==> config.mk <==
export PLATFORM = sky130hd
export DESIGN_NAME = sd_init_seq
export DESIGN_NICKNAME = d
export VERILOG_FILES = /design/src/rtl/sd_init_seq_pkg.sv /design/src/rtl/sd_cmd_frame.sv /design/src/rtl/sd_init_seq.sv
export SDC_FILE = /design/constraint.sdc
export NUM_CORES = 1
export LEC_CHECK = 0
export ABC_AREA = 1
export CORE_MARGIN = 4
export CORE_UTILIZATION = 25
export CTS_BUF_LIST = sky130_fd_sc_hd__clkbuf_2
export CTS_CLUSTER_DIAMETER = 120
export DETAILED_ROUTE_END_ITERATION = 10
export PLACE_DENSITY = 0.4
export SLEW_MARGIN = 20
export SYNTH_ARGS = -nofsm -noshare
export SYNTH_HDL_FRONTEND = slang
export SYNTH_SLANG_ARGS = --single-unit
==> constraint.sdc <==
create_clock -name clk -period 4.05 [get_ports clk]
set_clock_uncertainty 0.15 [all_clocks]
set_input_delay 0.405 -clock clk [delete_from_list [all_inputs] [get_ports clk]]
set_output_delay 0.405 -clock clk [all_outputs]
set_load 0.02 [all_outputs]
==> src/rtl/sd_init_seq_pkg.sv <==
// Shared types and constants for the SD-card SPI initialization sequencer.
package sd_types;

  typedef enum logic [3:0] {
    sIDLE,
    sDUMMY,
    sGAP,
    sCMD,
    sRSP,
    sEXTRA,
    sCHECK,
    sDONE,
    sERR
  } sdINITstate_t;

  typedef enum logic [3:0] {
    ERR_NONE    = 4'd0,
    ERR_CMD0    = 4'd1,
    ERR_CMD8    = 4'd2,
    ERR_ACMD41  = 4'd3,
    ERR_CMD58   = 4'd4,
    ERR_TIMEOUT = 4'd5
  } sdINITerr_t;

  // Command index used to select a frame from sd_cmd_frame.
  typedef enum logic [2:0] {
    IDX_CMD0   = 3'd0,
    IDX_CMD8   = 3'd1,
    IDX_CMD55  = 3'd2,
    IDX_ACMD41 = 3'd3,
    IDX_CMD58  = 3'd4
  } sdCMDidx_t;

  localparam logic [7:0] CMD0_BYTE   = 8'h40;
  localparam logic [7:0] CMD8_BYTE   = 8'h48;
  localparam logic [7:0] CMD55_BYTE  = 8'h77;
  localparam logic [7:0] ACMD41_BYTE = 8'h69;
  localparam logic [7:0] CMD58_BYTE  = 8'h7A;

  localparam logic [7:0] CMD0_CRC    = 8'h95;
  localparam logic [7:0] CMD8_CRC    = 8'h87;
  localparam logic [7:0] CMD55_CRC   = 8'h65;
  localparam logic [7:0] ACMD41_CRC  = 8'h77;
  localparam logic [7:0] CMD58_CRC   = 8'hFD;

  localparam logic [31:0] ARG_ZERO   = 32'h0000_0000;
  localparam logic [31:0] CMD8_ARG   = 32'h0000_01AA;
  localparam logic [31:0] ACMD41_ARG = 32'h4000_0000;

  localparam logic [7:0] IDLE_BYTE   = 8'hFF;
  localparam logic [7:0] R1_IDLE     = 8'h01;
  localparam logic [7:0] R1_READY    = 8'h00;
  localparam logic [7:0] CMD8_VHS    = 8'h01;
  localparam logic [7:0] CMD8_CHECK  = 8'hAA;

endpackage

==> src/rtl/sd_cmd_frame.sv <==
// Combinational lookup of one byte of a 6-byte SD command frame.
module sd_cmd_frame
  import sd_types::*;
(
  input  logic [2:0] cmd_idx,
  input  logic [2:0] byte_idx,
  output logic [7:0] frame_byte
);

  logic [7:0]  cmd_byte;
  logic [7:0]  crc_byte;
  logic [31:0] arg;

  // Select command byte, argument and CRC, then pick the requested byte.
  always_comb begin
    cmd_byte = CMD0_BYTE;
    crc_byte = CMD0_CRC;
    arg      = ARG_ZERO;
    case (cmd_idx)
      IDX_CMD8: begin
        cmd_byte = CMD8_BYTE;
        crc_byte = CMD8_CRC;
        arg      = CMD8_ARG;
      end
      IDX_CMD55: begin
        cmd_byte = CMD55_BYTE;
        crc_byte = CMD55_CRC;
      end
      IDX_ACMD41: begin
        cmd_byte = ACMD41_BYTE;
        crc_byte = ACMD41_CRC;
        arg      = ACMD41_ARG;
      end
      IDX_CMD58: begin
        cmd_byte = CMD58_BYTE;
        crc_byte = CMD58_CRC;
      end
      default: ;
    endcase

    case (byte_idx)
      3'd0:    frame_byte = cmd_byte;
      3'd1:    frame_byte = arg[31:24];
      3'd2:    frame_byte = arg[23:16];
      3'd3:    frame_byte = arg[15:8];
      3'd4:    frame_byte = arg[7:0];
      3'd5:    frame_byte = crc_byte;
      default: frame_byte = IDLE_BYTE;
    endcase
  end

endmodule

==> src/rtl/sd_init_seq.sv <==
// SD-card SPI-mode power-up sequencer: dummy clocks, CMD0, CMD8,
// CMD55/ACMD41 loop, CMD58. Drives a byte-level SPI engine one transfer
// at a time and owns chip select and the SPI speed select until done.
module sd_init_seq
  import sd_types::*;
#(
  parameter int DUMMY_BYTES    = 10,
  parameter int RSP_WAIT       = 8,
  parameter int ACMD41_RETRIES = 1000
) (
  input  logic       clk,
  input  logic       reset,
  input  logic       start,
  output logic [7:0] spiTXD,
  output logic       spiGO,
  input  logic       spiDONE,
  input  logic [7:0] spiRXD,
  output logic       sdCS,
  output logic       spiFAST,
  output logic       busy,
  output logic       initDONE,
  output logic       initERR,
  output logic [3:0] errCODE,
  output logic       sdHC
);

  localparam int DW = $clog2(DUMMY_BYTES + 1);
  localparam int PW = $clog2(RSP_WAIT + 1);
  localparam int RW = $clog2(ACMD41_RETRIES + 1);

  localparam logic [DW-1:0] DUMMY_LAST = DW'(DUMMY_BYTES - 1);
  localparam logic [PW-1:0] POLL_LAST  = PW'(RSP_WAIT - 1);
  localparam logic [RW-1:0] RETRY_LAST = RW'(ACMD41_RETRIES - 1);

  sdINITstate_t   state, state_n;
  sdCMDidx_t      cmd, cmd_n;
  logic [2:0]     byte_cnt, byte_n;
  logic [DW-1:0]  dummy_cnt, dummy_n;
  logic [PW-1:0]  poll_cnt, poll_n;
  logic [RW-1:0]  retry_cnt, retry_n;
  logic           pending, pend_n;
  logic [7:0]     r1, r1_n;
  logic [7:0]     ext_b2, b2_n;
  logic [7:0]     ext_b3, b3_n;
  logic           ccs, ccs_n;

  logic [7:0]     txd_n;
  logic           go_n, cs_n, fast_n, busy_n, done_n, ierr_n, hc_n;
  logic [3:0]     code_n;

  logic           xfer_done;
  logic           fail;
  sdINITerr_t     fail_code;
  logic           advance;
  sdCMDidx_t      adv_cmd;
  logic [7:0]     frame_byte;

  sd_cmd_frame u_frame (
    .cmd_idx    (cmd),
    .byte_idx   (byte_cnt),
    .frame_byte (frame_byte)
  );

  // Register state, counters, captured response bytes and all outputs.
  always_ff @(posedge clk or posedge reset) begin
    if (reset) begin
      state     <= sIDLE;
      cmd       <= IDX_CMD0;
      byte_cnt  <= '0;
      dummy_cnt <= '0;
      poll_cnt  <= '0;
      retry_cnt <= '0;
      pending   <= 1'b0;
      r1        <= '0;
      ext_b2    <= '0;
      ext_b3    <= '0;
      ccs       <= 1'b0;
      spiTXD    <= IDLE_BYTE;
      spiGO     <= 1'b0;
      sdCS      <= 1'b1;
      spiFAST   <= 1'b0;
      busy      <= 1'b0;
      initDONE  <= 1'b0;
      initERR   <= 1'b0;
      errCODE   <= ERR_NONE;
      sdHC      <= 1'b0;
    end else begin
      state     <= state_n;
      cmd       <= cmd_n;
      byte_cnt  <= byte_n;
      dummy_cnt <= dummy_n;
      poll_cnt  <= poll_n;
      retry_cnt <= retry_n;
      pending   <= pend_n;
      r1        <= r1_n;
      ext_b2    <= b2_n;
      ext_b3    <= b3_n;
      ccs       <= ccs_n;
      spiTXD    <= txd_n;
      spiGO     <= go_n;
      sdCS      <= cs_n;
      spiFAST   <= fast_n;
      busy      <= busy_n;
      initDONE  <= done_n;
      initERR   <= ierr_n;
      errCODE   <= code_n;
      sdHC      <= hc_n;
    end
  end

  // Next-state, transfer issue and response evaluation.
  always_comb begin
    state_n   = state;
    cmd_n     = cmd;
    byte_n    = byte_cnt;
    dummy_n   = dummy_cnt;
    poll_n    = poll_cnt;
    retry_n   = retry_cnt;
    pend_n    = pending;
    r1_n      = r1;
    b2_n      = ext_b2;
    b3_n      = ext_b3;
    ccs_n     = ccs;
    txd_n     = spiTXD;
    go_n      = 1'b0;
    cs_n      = sdCS;
    fast_n    = spiFAST;
    busy_n    = busy;
    done_n    = initDONE;
    ierr_n    = initERR;
    code_n    = errCODE;
    hc_n      = sdHC;
    fail      = 1'b0;
    fail_code = ERR_NONE;
    advance   = 1'b0;
    adv_cmd   = cmd;
    // A DONE pulse with nothing outstanding is stray and ignored.
    xfer_done = pending & spiDONE;

    // One transfer at a time: issue the next byte only once the last completed.
    if ((state inside {sDUMMY, sGAP, sCMD, sRSP, sEXTRA}) && !pending) begin
      go_n   = 1'b1;
      pend_n = 1'b1;
      txd_n  = (state == sCMD) ? frame_byte : IDLE_BYTE;
    end
    if (xfer_done) begin
      pend_n = 1'b0;
    end

    case (state)
      sIDLE, sDONE, sERR: begin
        if (start) begin
          state_n   = sDUMMY;
          cmd_n     = IDX_CMD0;
          byte_n    = '0;
          dummy_n   = '0;
          poll_n    = '0;
          retry_n   = '0;
          cs_n      = 1'b1;
          fast_n    = 1'b0;
          busy_n    = 1'b1;
          done_n    = 1'b0;
          ierr_n    = 1'b0;
          code_n    = ERR_NONE;
          hc_n      = 1'b0;
        end
      end
      sDUMMY: begin
        if (xfer_done) begin
          if (dummy_cnt == DUMMY_LAST) begin
            state_n = sGAP;
            cmd_n   = IDX_CMD0;
          end else begin
            dummy_n = dummy_cnt + 1'b1;
          end
        end
      end
      sGAP: begin
        if (xfer_done) begin
          state_n = sCMD;
          byte_n  = '0;
          cs_n    = 1'b0;
        end
      end
      sCMD: begin
        if (xfer_done) begin
          if (byte_cnt == 3'd5) begin
            state_n = sRSP;
            poll_n  = '0;
          end else begin
            byte_n = byte_cnt + 3'd1;
          end
        end
      end
      sRSP: begin
        if (xfer_done) begin
          if (spiRXD != IDLE_BYTE) begin
            r1_n = spiRXD;
            if (cmd == IDX_CMD8 || cmd == IDX_CMD58) begin
              state_n = sEXTRA;
              byte_n  = '0;
            end else begin
              state_n = sCHECK;
            end
          end else if (poll_cnt == POLL_LAST) begin
            fail      = 1'b1;
            fail_code = ERR_TIMEOUT;
          end else begin
            poll_n = poll_cnt + 1'b1;
          end
        end
      end
      sEXTRA: begin
        if (xfer_done) begin
          case (byte_cnt)
            3'd0:    ccs_n = spiRXD[6];
            3'd2:    b2_n  = spiRXD;
            3'd3:    b3_n  = spiRXD;
            default: ;
          endcase
          if (byte_cnt == 3'd3) begin
            state_n = sCHECK;
          end else begin
            byte_n = byte_cnt + 3'd1;
          end
        end
      end
      sCHECK: begin
        case (cmd)
          IDX_CMD0: begin
            if (r1 == R1_IDLE) begin
              advance = 1'b1;
              adv_cmd = IDX_CMD8;
            end else begin
              fail      = 1'b1;
              fail_code = ERR_CMD0;
            end
          end
          IDX_CMD8: begin
            if (r1 == R1_IDLE && ext_b2 == CMD8_VHS && ext_b3 == CMD8_CHECK) begin
              advance = 1'b1;
              adv_cmd = IDX_CMD55;
            end else begin
              fail      = 1'b1;
              fail_code = ERR_CMD8;
            end
          end
          IDX_CMD55: begin
            if (r1 == R1_READY || r1 == R1_IDLE) begin
              advance = 1'b1;
              adv_cmd = IDX_ACMD41;
            end else begin
              fail      = 1'b1;
              fail_code = ERR_ACMD41;
            end
          end
          IDX_ACMD41: begin
            if (r1 == R1_READY) begin
              advance = 1'b1;
              adv_cmd = IDX_CMD58;
            end else if (r1 == R1_IDLE && retry_cnt != RETRY_LAST) begin
              retry_n = retry_cnt + 1'b1;
              advance = 1'b1;
              adv_cmd = IDX_CMD55;
            end else begin
              if (r1 == R1_IDLE) begin
                retry_n = retry_cnt + 1'b1;
              end
              fail      = 1'b1;
              fail_code = ERR_ACMD41;
            end
          end
          IDX_CMD58: begin
            if (r1 == R1_READY) begin
              state_n = sDONE;
              cs_n    = 1'b1;
              fast_n  = 1'b1;
              busy_n  = 1'b0;
              done_n  = 1'b1;
              hc_n    = ccs;
            end else begin
              fail      = 1'b1;
              fail_code = ERR_CMD58;
            end
          end
          // Unused index values cannot occur; fail safe rather than hang.
          default: begin
            fail      = 1'b1;
            fail_code = ERR_CMD0;
          end
        endcase
      end
      default: state_n = sIDLE;
    endcase

    // Every command starts with a deselected gap byte.
    if (advance) begin
      state_n = sGAP;
      cmd_n   = adv_cmd;
      cs_n    = 1'b1;
    end

    if (fail) begin
      state_n = sERR;
      cs_n    = 1'b1;
      fast_n  = 1'b0;
      busy_n  = 1'b0;
      ierr_n  = 1'b1;
      code_n  = fail_code;
    end
  end

endmodule

After elaboration in Yosys (flattened, before gate mapping)
Cells that the tools add are included.

storage, ports and cells
  memories kept = 0
  memory bits (read-only) = 0
  logic and storage cells = 240
  memory bits (writable) = 0
  bits in registers = 73
  output and inout bits = 19
  latch bits = 0

operators by class
  order comparisons = 0
  multipliers = 0
  div/mod/pow operators = 0
  $add $sub $neg = 4
  muxes and demuxes = 111
  eq/ne operators = 67
  bitwise logic cells = 1
  shift-type cells = 0
  reduce and logical (&&, ||, !) cells = 37

operator list
  kind                                                             count
  4-bit 2-to-1 mux                                                 24
  3-bit 2-to-1 mux                                                 22
  31-bit case mux with 2 select lines                              1
  10-bit 2-to-1 mux                                                5
  8-bit case mux with 6 select lines                               1
  4-bit != test, second input constant                             9
  1-bit 2-to-1 mux                                                 34
  8-bit case mux with 4 select lines                               1
  2-bit != test, second input constant                             14
  4-bit case mux with 7 select lines                               1
  3-bit != test, second input constant                             8
  6-bit case mux with 4 select lines                               1
  4-bit by 3-bit == test with 1-bit output, second input constant  5
  10-bit case mux with 2 select lines                              1
  4-bit case mux with 5 select lines                               1
  10-bit AND reduction                                             2
  8-bit by 1-bit == test with 1-bit output, second input constant  2
  4-bit by 3-bit != test with 1-bit output, second input constant  4
  4-bit case mux with 2 select lines                               2
  3-bit case mux with 5 select lines                               1
  5-bit nonzero test                                               3
  3-bit by 2-bit == test with 1-bit output, second input constant  4
  3-bit case mux with 4 select lines                               1
  4-bit case mux with 3 select lines                               1
  37 further kinds                                                 72

Logic depth before layout (Yosys ltp)
  word-level depth = 8
  gate-level depth with buffers = 12

Modules after synthesis
Synthesis repeated with hierarchy kept, for this count alone.

second synthesis, totals
  cell total of the unflattened synthesis = 538
  area total of the unflattened synthesis = 4126.5 µm²

modules (own cells, without submodules)
  module        times used  area an instance (µm²)  cells each
  sd_init_seq   1           3863.7                  490
  sd_cmd_frame  1           262.8                   48

Worst setup path after synthesis
No wires, ideal clock.

  path kind = register to register
  start point = register state[0]
  end point = register errCODE[2]
  library setup time = 0.125 ns
  data required time = 3.775 ns
  buffers on the path = 0
  arrival time = 1.463 ns
  setup slack = 2.313 ns
  period minus slack after synthesis = 1.737 ns
  stages on the path, launching flop included = 11
  cell sequence = dfrtp_1 > nor2_1 > inv_2 > nor2_4 > nand2_1 > nor3_2 > a21oi_1 > nand2_1 > inv_2 > nand3_1 > nand3_1

on the way
  word-level cells in the longest chain between the ends = 4
  elaborated cells on any way between the ends = 12
  those cells by class = eq/ne (4); mux (3); reduce/logical (5)

RTL lines
  element                                                                   line                RTL
  start, declared                                                           sd_init_seq.sv:35   sdINITstate_t state, state_n;
  start signal, assigned                                                    sd_init_seq.sv:67   state <= sIDLE;
  start signal, assigned                                                    sd_init_seq.sv:88   state <= state_n;
  4-bit by 3-bit == test with 1-bit output, or another cell as far along    sd_init_seq.sv:150  case (state)
  1-bit case mux with 2 select lines or 3-bit OR reduction (tied branches)  sd_init_seq.sv:150
  2-bit nonzero test (no line)                                              --
  2-bit AND reduction (no line)                                             --
  end signal, assigned                                                      sd_init_seq.sv:106  errCODE <= code_n;
  end, declared                                                             sd_init_seq.sv:23   output logic [3:0] errCODE,

Parallel ways exist; a longest one is shown, timed or not.
A chain may end at the register's enable or synchronous reset.

Final worst setup path
  start point = register state[3]
  end point = register retry_cnt[8]

on the way
  word-level cells in the longest chain between the ends = 4
  elaborated cells on any way between the ends = 12
  those cells by class = eq/ne (7); mux (1); reduce/logical (4)

RTL lines
  element                                                                 line                RTL
  4-bit by 3-bit == test with 1-bit output, or another cell as far along  sd_init_seq.sv:150
  3-bit OR reduction                                                      sd_init_seq.sv:150
  2-bit != test (no line) or 2-bit nonzero test (tied branches)           --
  5-bit AND reduction (no line)                                           --
  end signal, assigned                                                    sd_init_seq.sv:93   retry_cnt <= retry_n;
  end, declared                                                           sd_init_seq.sv:40   logic [RW-1:0] retry_cnt, retry_n;

Parallel ways exist; a longest one is shown, timed or not.

==> summary.md <==
| Metric | Value |
|---|---|
| Inst Count DP | `740` |
| Antenna Cells | `0` |
| Worst-margin pin slew | `617.2 ps` |
| H-tree depth | `3` |
| RR Endpoint | `retry_cnt[8]` |
| Synth Cell Area | `3969 um2` |
| Fmax | `424.4 MHz` |
| Initial Util | `25.82%` |
| Largest net degree at the start of global routing | `73` |
| Synth cell types | `43` |
| Final Hold Violating Endpoints | `0` |
| Number of global-route vias before repair | `3,491` |
| CP most frequent cell | `nand2_2` |
| Area Overhead vs Synth | `15.70%` |
| CP cell instances | `inv_1 > nand2_2 > nor3_4 > nand3_2 > nand2_2 > nand2_1 > nor2_2 > nand2_2 > nor3_1 > nor2_1` |
| RSZ-0062 raised after global routing | `no` |
| Clk Tree Root Cell | `clkbuf_2` |
| Tmin final | `2356 ps` |
| Reg clk slew, reported paths | `200 ps` |
| # rows | `45` |
| Die height | `134.0 um` |
| Max stage delay on crit path | `510 ps` |
| # DRC | `0` |
| HP Class | `input port to async pin` |
| R2R Path Start | `state[3]` |
| Buf+Inv Stages, Crit Path | `1` |
| CP max-delay cell | `nor3_4` |
| Crit path kind | `register to register` |
| Post-CTS setup buffers | `0` |
| DR pass1 iterations | `4` |
| Worst Setup Start Kind | `register` |
| Dominant synthesized flop cell | `dfrtp_1` |
| I/O pin cnt | `31` |
| Top delay family on crit path | `simple AND/OR/NAND/NOR gates` |
| DP Wirelength | `7581 um` |
| WL per Instance | `13.50 um` |
| Mapped Cells | `507` |
| WL final | `10,210 um` |
| Setup TNS | `0 ps` |
| Avg Cell Area, Syn | `7.828 um2` |
| Pwr dens | `603.7 nW/um2` |
| Commonest non-fill, non-tap cell in the layout | `nand2_1` |
| DR vias/cell | `4.444` |
| Final ANT Viol Nets | `0` |
| CTS tree | `built` |
| Layout cells sized above 1 | `10.28%` |
| Die area | `17,950 um2` |
| Iter 0 DRT Violations | `228` |
| Input/output buffers | `29` |
| Crit path DAT | `2670 ps` |
| Initial antenna violation count | `0` |
| Required @ worst endpoint | `4360 ps` |
| Cells on worst reg2reg path | `10` |
| Nets | `561` |
| Remaining Overflow, GRT | `0` |
| Max clock buf depth | `2` |
| Final Max Tran Viols | `0` |
| EDFF count, synth | `0` |
| Crit end category | `register` |
| Asr flop ratio synth | `100.0%` |
| Finish-stage setup viols | `0` |
| Synthesized net count | `528` |
| Reg2Reg Setup Slack | `1690 ps` |
| Sequential fraction of the synthesis area | `45.68%` |
| Maximum VDD drop | `174.8 uV` |
| Hold_buf cts | `0` |
| Crit Path Max Fanout | `13` |
| Crit path to | `retry_cnt[8]` |
| Clk_lat worst skew | `570 ps` |
| CTS Buf Count | `9` |
| CTS resizes | `0` |
| Status | `complete, no violations` |
| Max_cap viols | `0` |
| Vias | `3,360` |
| YS warnings | `0` |
| Tcrit/Tclk final | `58.18%` |
| Fin cells | `756` |
| LEAKAGE | `2.103 nW` |
| Slew headroom | `58.72%` |
| Worst setup startpoint | `state[3]` |
| Total core area | `15,370 um2` |
| Die Wd | `134.0 um` |
| #FFs+latches synth | `72` |
| Total GRT Usage | `12.32%` |
| Clk sinks | `72` |
| First-pass GRT wire length | `17,640 um` |
| Routability cong. | `0.8008` |
| Crit path depth | `10` |
| Commonest non-fill, non-tap cells in the layout | `114 x nand2_1, 63 x dfrtp_1, 61 x inv_1, 59 x nor2_1, 55 x o21ai_0` |
-- synthesized netlist by cell type (all sizes together) (2+ instances only) --
cell type	number	area [um2]
dfstp	9	236.5
nand2	119	464.2
nor3	14	113.9
dfrtp	63	1577
nand3b	2	15.01
a31oi	6	37.54
a21oi	23	126.4
clkbuf	3	11.26
inv	68	255.2
o21ai	62	329.1
nand3	38	212.7
ha	9	112.6
buf	5	46.29
o21a	2	15.01
a41oi	4	35.03
nand4	6	43.79
nor2	64	262.8
-- final cells by class --
| class | instances | area, um2 |
|---|---|---|
| timing repair buffer | 30 | 310.3 |
| sequential | 72 | 1813 |
| clock inverter | 4 | 46.29 |
| tap | 211 | 264.0 |
| clock buffer | 12 | 60.06 |
| fill | 1655 | 10780 |
| multi-input combinational | 359 | 1843 |
| inverter | 68 | 255.2 |
-- per-layer routing --
metal	share of wire [%]	vias up	track usage, %
met4	1.3	0	3.314
met1	52	1582	16.97
met3	2.9	7	3.676
met2	44	43	18.89
met5	0	-	0
li1	-	1728	-
-- report_power, final --
part | switching (mW) | internal, mW | leakage (nW)
clock network | 0.263 | 0.148 | 0.0712
registers | 0.142 | 0.916 | 0.945
logic | 0.858 | 0.446 | 1.09
-- logic make-up after synthesis --
family,share of synthesized area (%)
compound gates,14.66
fa+ha+maj,2.837
buf+inv,7.881
flops,45.68
mux,0.2837
other cells,0.09449
simple gates,28.56
-- sequential cells by signal, summed over array words and instances (netlist names), 3 cells and up --
| name | count |
|---|---|
| state | 4 |
| ext_b3 | 8 |
| cmd | 3 |
| r1 | 8 |
| ext_b2 | 8 |
| poll_cnt | 4 |
| spiTXD | 8 |
| dummy_cnt | 4 |
| byte_cnt | 3 |
| errCODE | 3 |
| retry_cnt | 10 |
-- worst reg2reg max path, cell delays in order, from the launching register on --
cell,delay (ps)
dfrtp_1,450
inv_1,80
nand2_2,130
nor3_4,510
nand3_2,150
nand2_2,230
nand2_1,100
nor2_2,140
nand2_2,100
nor3_1,160
nor2_1,70
-- metrics by stage --
stage	hold slack (ps)	total power, mW	setup WS, ps	instance area, um2	util, %
after floorplan	296.5	2.011	1685	3969	-
after global placement	320.0	2.381	1614	4486	29.18
after detailed placement	317.8	2.388	1514	4486	29.18
after CTS	8.926	2.819	1649	4592	29.87
after global routing	29.47	3.051	1469	4592	29.87
final	57.75	2.772	1694	4592	29.87
-- how the worst min path moves through the flow --
stage,startpoint,endpoint,slack [ps],cells past startpoint
after floorplan,dummy_cnt[2],dummy_cnt[2],300,1
after global placement,ext_b2[3],ext_b2[3],320,2
after detailed placement,spiFAST,spiFAST,320,2
after CTS,reset,cmd[1],9,3
after global routing,reset,sdHC,30,3
final,reset,retry_cnt[1],60,3
No activity file was read; power rests on OpenSTA's default activity.
